File: src/rtl/morse_tx_ctrl.sv
// morse_tx_ctrl
//   Morse transmitter controller for letters A-H. A rising edge on Start
//   latches the 12-bit code of Letter and shifts it out MSB first on
//   DotDashOut. Each bit lasts TICK_DIV clocks.
//
// Ports
//   ClockIn     in   system clock, rising edge
//   Reset       in   asynchronous active-high reset
//   Start       in   transmit request, rising-edge sensitive
//   Letter      in   3-bit letter select (0=A .. 7=H), sampled on accepted edge
//   DotDashOut  out  current Morse bit (1 = light on)
//   NewBitOut   out  one-cycle pulse on the first cycle of each bit
//   Busy        out  high while sending or in the final Done cycle
//   Done        out  one-cycle pulse after the last bit completes
module morse_tx_ctrl #(
    parameter int unsigned TICK_DIV = 25_000_000,
    parameter int unsigned NBITS    = 12
) (
    input  logic       ClockIn,
    input  logic       Reset,
    input  logic       Start,
    input  logic [2:0] Letter,
    output logic       DotDashOut,
    output logic       NewBitOut,
    output logic       Busy,
    output logic       Done
);

    localparam int unsigned      RateW   = (TICK_DIV > 1) ? $clog2(TICK_DIV) : 1;
    localparam logic [RateW-1:0] RateMax = RateW'(TICK_DIV - 1);
    localparam logic [3:0]       LastBit = 4'(NBITS - 1);

    localparam logic [1:0] StIdle = 2'd0;
    localparam logic [1:0] StSend = 2'd1;
    localparam logic [1:0] StDone = 2'd2;

    logic [1:0]       state_q, state_d;
    logic [NBITS-1:0] shreg_q, shreg_d;
    logic [RateW-1:0] rate_q, rate_d;
    logic [3:0]       bit_q, bit_d;
    logic             start_q;
    logic             dot_q, dot_d;
    logic             new_bit_q, new_bit_d;
    logic             busy_q, busy_d;
    logic             done_q, done_d;
    logic             start_rise;
    logic [NBITS-1:0] code;

    assign start_rise = Start & ~start_q;

    // Left-justified, MSB-first Morse patterns.
    always_comb begin
        code = '0;
        case (Letter)
            3'd0: code = 12'b1011_1000_0000; // A
            3'd1: code = 12'b1110_1010_1000; // B
            3'd2: code = 12'b1110_1011_1010; // C
            3'd3: code = 12'b1110_1010_0000; // D
            3'd4: code = 12'b1000_0000_0000; // E
            3'd5: code = 12'b1010_1110_1000; // F
            3'd6: code = 12'b1110_1110_1000; // G
            3'd7: code = 12'b1010_1010_0000; // H
            default: code = '0;
        endcase
    end

    always_comb begin
        state_d   = state_q;
        shreg_d   = shreg_q;
        rate_d    = rate_q;
        bit_d     = bit_q;
        new_bit_d = 1'b0;
        done_d    = 1'b0;
        case (state_q)
            StIdle: begin
                if (start_rise) begin
                    shreg_d   = code;
                    rate_d    = RateMax;
                    bit_d     = 4'd0;
                    new_bit_d = 1'b1;
                    state_d   = StSend;
                end
            end
            StSend: begin
                if (rate_q != '0) begin
                    rate_d = rate_q - RateW'(1);
                end else if (bit_q != LastBit) begin
                    shreg_d   = {shreg_q[NBITS-2:0], 1'b0};
                    bit_d     = bit_q + 4'd1;
                    rate_d    = RateMax;
                    new_bit_d = 1'b1;
                end else begin
                    state_d = StDone;
                    done_d  = 1'b1;
                end
            end
            StDone:  state_d = StIdle;
            default: state_d = StIdle;
        endcase
        // Outputs are registered from next-state so they line up with the FSM.
        dot_d  = (state_d == StSend) & shreg_d[NBITS-1];
        busy_d = (state_d != StIdle);
    end

    always_ff @(posedge ClockIn or posedge Reset) begin
        if (Reset) begin
            state_q   <= StIdle;
            shreg_q   <= '0;
            rate_q    <= '0;
            bit_q     <= '0;
            start_q   <= 1'b0;
            dot_q     <= 1'b0;
            new_bit_q <= 1'b0;
            busy_q    <= 1'b0;
            done_q    <= 1'b0;
        end else begin
            state_q   <= state_d;
            shreg_q   <= shreg_d;
            rate_q    <= rate_d;
            bit_q     <= bit_d;
            start_q   <= Start;
            dot_q     <= dot_d;
            new_bit_q <= new_bit_d;
            busy_q    <= busy_d;
            done_q    <= done_d;
        end
    end

    assign DotDashOut = dot_q;
    assign NewBitOut  = new_bit_q;
    assign Busy       = busy_q;
    assign Done       = done_q;

endmodule
File: config.mk
export PLATFORM = sky130hd
export DESIGN_NAME = morse_tx_ctrl
export DESIGN_NICKNAME = d
export VERILOG_FILES = /design/src/rtl/morse_tx_ctrl.sv
export SDC_FILE = /design/constraint.sdc
export NUM_CORES = 1
export LEC_CHECK = 0
export ABC_AREA = 1
export BUFFER_PORTS_ARGS = -buffer_cell sky130_fd_sc_hd__buf_2
export CAP_MARGIN = 20
export CORE_ASPECT_RATIO = 0.6
export CORE_MARGIN = 3
export CORE_UTILIZATION = 33
export CTS_BUF_LIST = sky130_fd_sc_hd__clkbuf_8
export DETAILED_ROUTE_END_ITERATION = 8
export PLACE_DENSITY = 0.5
export SLEW_MARGIN = 20
export SYNTH_ARGS = -nofsm -noshare
export SYNTH_HDL_FRONTEND = slang
export SYNTH_SLANG_ARGS = --single-unit
File: constraint.sdc
create_clock -name ClockIn -period 5.59 [get_ports ClockIn]
set_input_delay 1.118 -clock ClockIn [delete_from_list [all_inputs] [get_ports ClockIn]]
set_output_delay 1.118 -clock ClockIn [all_outputs]
set_load 0.05 [all_outputs]
==> flow_metrics.tcl <==
set metrics [dict create \
    crit_arrival_ns 2.53 \
    min_to "shreg_q[1]$_DFFE_PP0P_" \
    synth_top_area_cell "dfrtp_1" \
    hold_depth 2 \
    die_x_um 126 \
    critPathKind "flop to flop" \
    ios 10 \
    numCtsBuffers 5 \
    fillCellCount 852 \
    finalWeightedCongestion 0.873 \
    slew_viol_final 0 \
    wire_per_inst_um 13.4 \
    cellPowerDensity_nw_per_um2 190 \
    ys_ff_latch 47 \
    p_leak_nw 1.51 \
    rr_startpoint "state_q[1]$_DFF_PP0_" \
    setup_viol 0 \
    cp-start-kind "flop" \
    synth_nets 388 \
    async_flop_share_pct 100 \
    drive_gt1_share_pct 13.7 \
    ys_seq_area_share_pct 41.6 \
    grt_pass1_wl_mm 11.2 \
    r2r_slack_ns 3.27 \
    reg2regPathDepth 8 \
    post-route-min-period_ns 2.32 \
    initial_core_util_pct 34.9 \
    diodes 0 \
    cts_resized 0 \
    netlist_area_um2 2830 \
    peakVddDrop_v 0.0000935 \
    routed_via_density 4.77 \
    slew_headroom_pct 44.9 \
    yosys_warnings 0 \
    stdcell_count 495 \
    antenna_left 0 \
    core_um2 8100 \
    seqPwrFrac_pct 58.8 \
    p_int_uw 444 \
    finClkSkew_ns 0.00680 \
    avgSynthCellArea_um2 7.50 \
    postCtsHoldBufs 0 \
    ctsLongestPathBuffers 2 \
    wl_mm 6.65 \
    status "complete, no violations" \
    dieArea_um2 9760 \
    synthTopCellsByCount "nand2_1 (109), nor2_1 (52), dfrtp_1 (47), inv_1 (47), nand3_1 (34)" \
    drc 0 \
    synth_edf_count 0 \
    synth_cells 377 \
    postCtsSetupRepairBufs 0 \
    dp_hpwl_mm 4.89 \
    worstHoldPathType "flop to flop" \
    yosysTopAreaCellShare_pct 41.6 \
    first_pass_iters 4 \
    r2r-end "rate_q[23]$_DFFE_PP0P_" \
    clockRootBuffer "clkbuf_8" \
    area_delta_synth_final_pct 7.87 \
    numPortBuffers 9 \
    cts_num_sinks 47 \
    synth.distinct_cells 23 \
    p_clk_share_pct 39.2 \
    synthFlopType "dfrtp_1" \
    rsz0062_at_grt "no" \
    cap_violations 0 \
    finalHoldViolations 0 \
    worstMarginPinSlew_ns 0.826 \
    required_ns 5.80 \
    chipHeight_um 77.7 \
    grt_pass1_vias 2162 \
    grt_start_max_net_pins 48 \
    clock_latency_ns 0.31 \
    grt-ovfl-total 0 \
    hold_start "shreg_q[1]$_DFFE_PP0P_" \
    setup_tns_ns 0 \
    dp.cells 487 \
    worstSetupEndpointType "flop" \
    cts-htree-levels 2 \
    routed-via-count 2359 \
    synthTopCellsByArea "dfrtp_1 (42%), nand2_1 (14%), nor2_1 (6.9%), inv_1 (6.2%), o21ai_2 (6.2%)" \
    min_period_over_period_pct 41.4 \
    cts_tree "yes" \
    rows 25 \
    pwr-share-comb_pct 2.0 \
    swShare_pct 23.3 \
    grtUsageTotal_pct 14.4 \
    drtIter0Drc 179 \
    post-route-util_pct 37.7 \
    clkSlewWorstSetupHoldPaths_ns 0.10 \
    fmax_mhz 432 \
    antenna_found_initial 0 \
    switching_power_uw 135 \
    critPathMaxFanout 36 \
    nNetsFinal 397 \
    yosysMostFrequentCell "nand2_1" \
]
==> metrics by stage <==
stage,power [mW],worst slack (ns),hold WS (ns),instance area [um2]
6_report,0.578,3.27,0.475,3050
5_1_grt,0.606,3.02,0.519,3050
2_1_floorplan,0.354,3.36,0.442,2830
3_5_place_dp,0.359,3.17,0.461,2950
3_3_place_gp,0.359,3.17,0.457,2950
4_1_cts,0.586,3.27,0.482,3050
==> metal layers <==
layer  global-route usage (%)  share of wire (%)  vias to the layer above
met1                     24.5                 59                     1101
met2                     17.3                 34                       45
met5                        0                  0                        -
li1                         -                  -                     1208
met3                     3.51                6.8                        5
met4                     3.35               0.71                        0
==> power by group through the flow <==
| stage | logic, mW | registers [mW] | clock network, mW |
|---|---|---|---|
| after floorplan | 0.00760 | 0.347 | 0 |
| after global placement | 0.0125 | 0.347 | 0 |
| after detailed placement | 0.0124 | 0.347 | 0 |
| after CTS | 0.0124 | 0.340 | 0.234 |
| after global routing | 0.0145 | 0.340 | 0.251 |
| final | 0.0118 | 0.340 | 0.227 |
==> cell usage in the layout (no fill, tap or decap), types with 2 or more instances in the layout <==
cell | netlist | final
inv_1 | 47 | 46
o21ai_2 | 20 | 20
xor2_1 | 9 | 9
nor2_1 | 52 | 52
nor2_4 | 5 | 5
nand4_1 | 15 | 15
nand2_1 | 109 | 109
clkbuf_8 | 0 | 6
a21oi_1 | 2 | 2
inv_2 | 3 | 3
buf_2 | 1 | 9
nand2_4 | 3 | 3
dfrtp_1 | 47 | 47
nand2_2 | 2 | 2
nand3_1 | 34 | 34
o21ai_0 | 12 | 12
ha_1 | 5 | 5
==> logic make-up (layout without fill, tap and decap cells) <==
kind of cell               count (synthesis)  count (layout)  share of synthesized area [%]
AOI/OAI and AO/OA                         36              36                           9.11
xor gates and xnor gates                   9               9                           2.79
adders and majority gates                  5               5                           2.21
buffers and inverters                     57              67                           8.67
DFF                                       47              47                           41.6
and+or+nand+nor                          223             223                           35.6
==> final cells by class <==
cell class	instances	area [um2]	area share (%)
clock buffers	6	82.6	2.71
clock inverters	2	16.3	0.533
inverters	50	189	6.19
multi-input cells	273	1410	46.1
flip-flops and latches	47	1180	38.5
well taps	108	135	4.43
repair buffers	9	45.0	1.48
==> worst max-delay path, cell delays in order, from the launching register on <==
cell,delay (ns)
dfrtp_1,0.41
nor2_4,0.60
inv_2,0.17
o21ai_2,0.26
inv_2,0.07
nand2_4,0.38
inv_1,0.17
nand2_1,0.09
nand2_1,0.05
==> registers in the layout, summed over array words and instances (netlist names) <==
| signal | count |
|---|---|
| start_q | 1 |
| NewBitOut | 1 |
| DotDashOut | 1 |
| Busy | 1 |
| shreg_q | 11 |
| state_q | 2 |
| bit_q | 4 |
| Done | 1 |
| rate_q | 25 |
==> how the worst max path moves through the flow <==
| stage | from | depth (start not counted) | endpoint | slack (ns) |
|---|---|---|---|---|
| floorplan | Reset | 1 | Busy$_DFF_PP0_ | 3.36 |
| global placement | Start | 8 | rate_q[21]$_DFFE_PP0P_ | 3.17 |
| detailed placement | Start | 8 | rate_q[21]$_DFFE_PP0P_ | 3.17 |
| CTS | rate_q[0]$_DFFE_PP0P_ | 11 | rate_q[16]$_DFFE_PP0P_ | 3.27 |
| global route | rate_q[0]$_DFFE_PP0P_ | 12 | rate_q[19]$_DFFE_PP0P_ | 3.02 |
| finish | state_q[1]$_DFF_PP0_ | 8 | rate_q[23]$_DFFE_PP0P_ | 3.27 |
No activity file was read; power rests on OpenSTA's default activity.
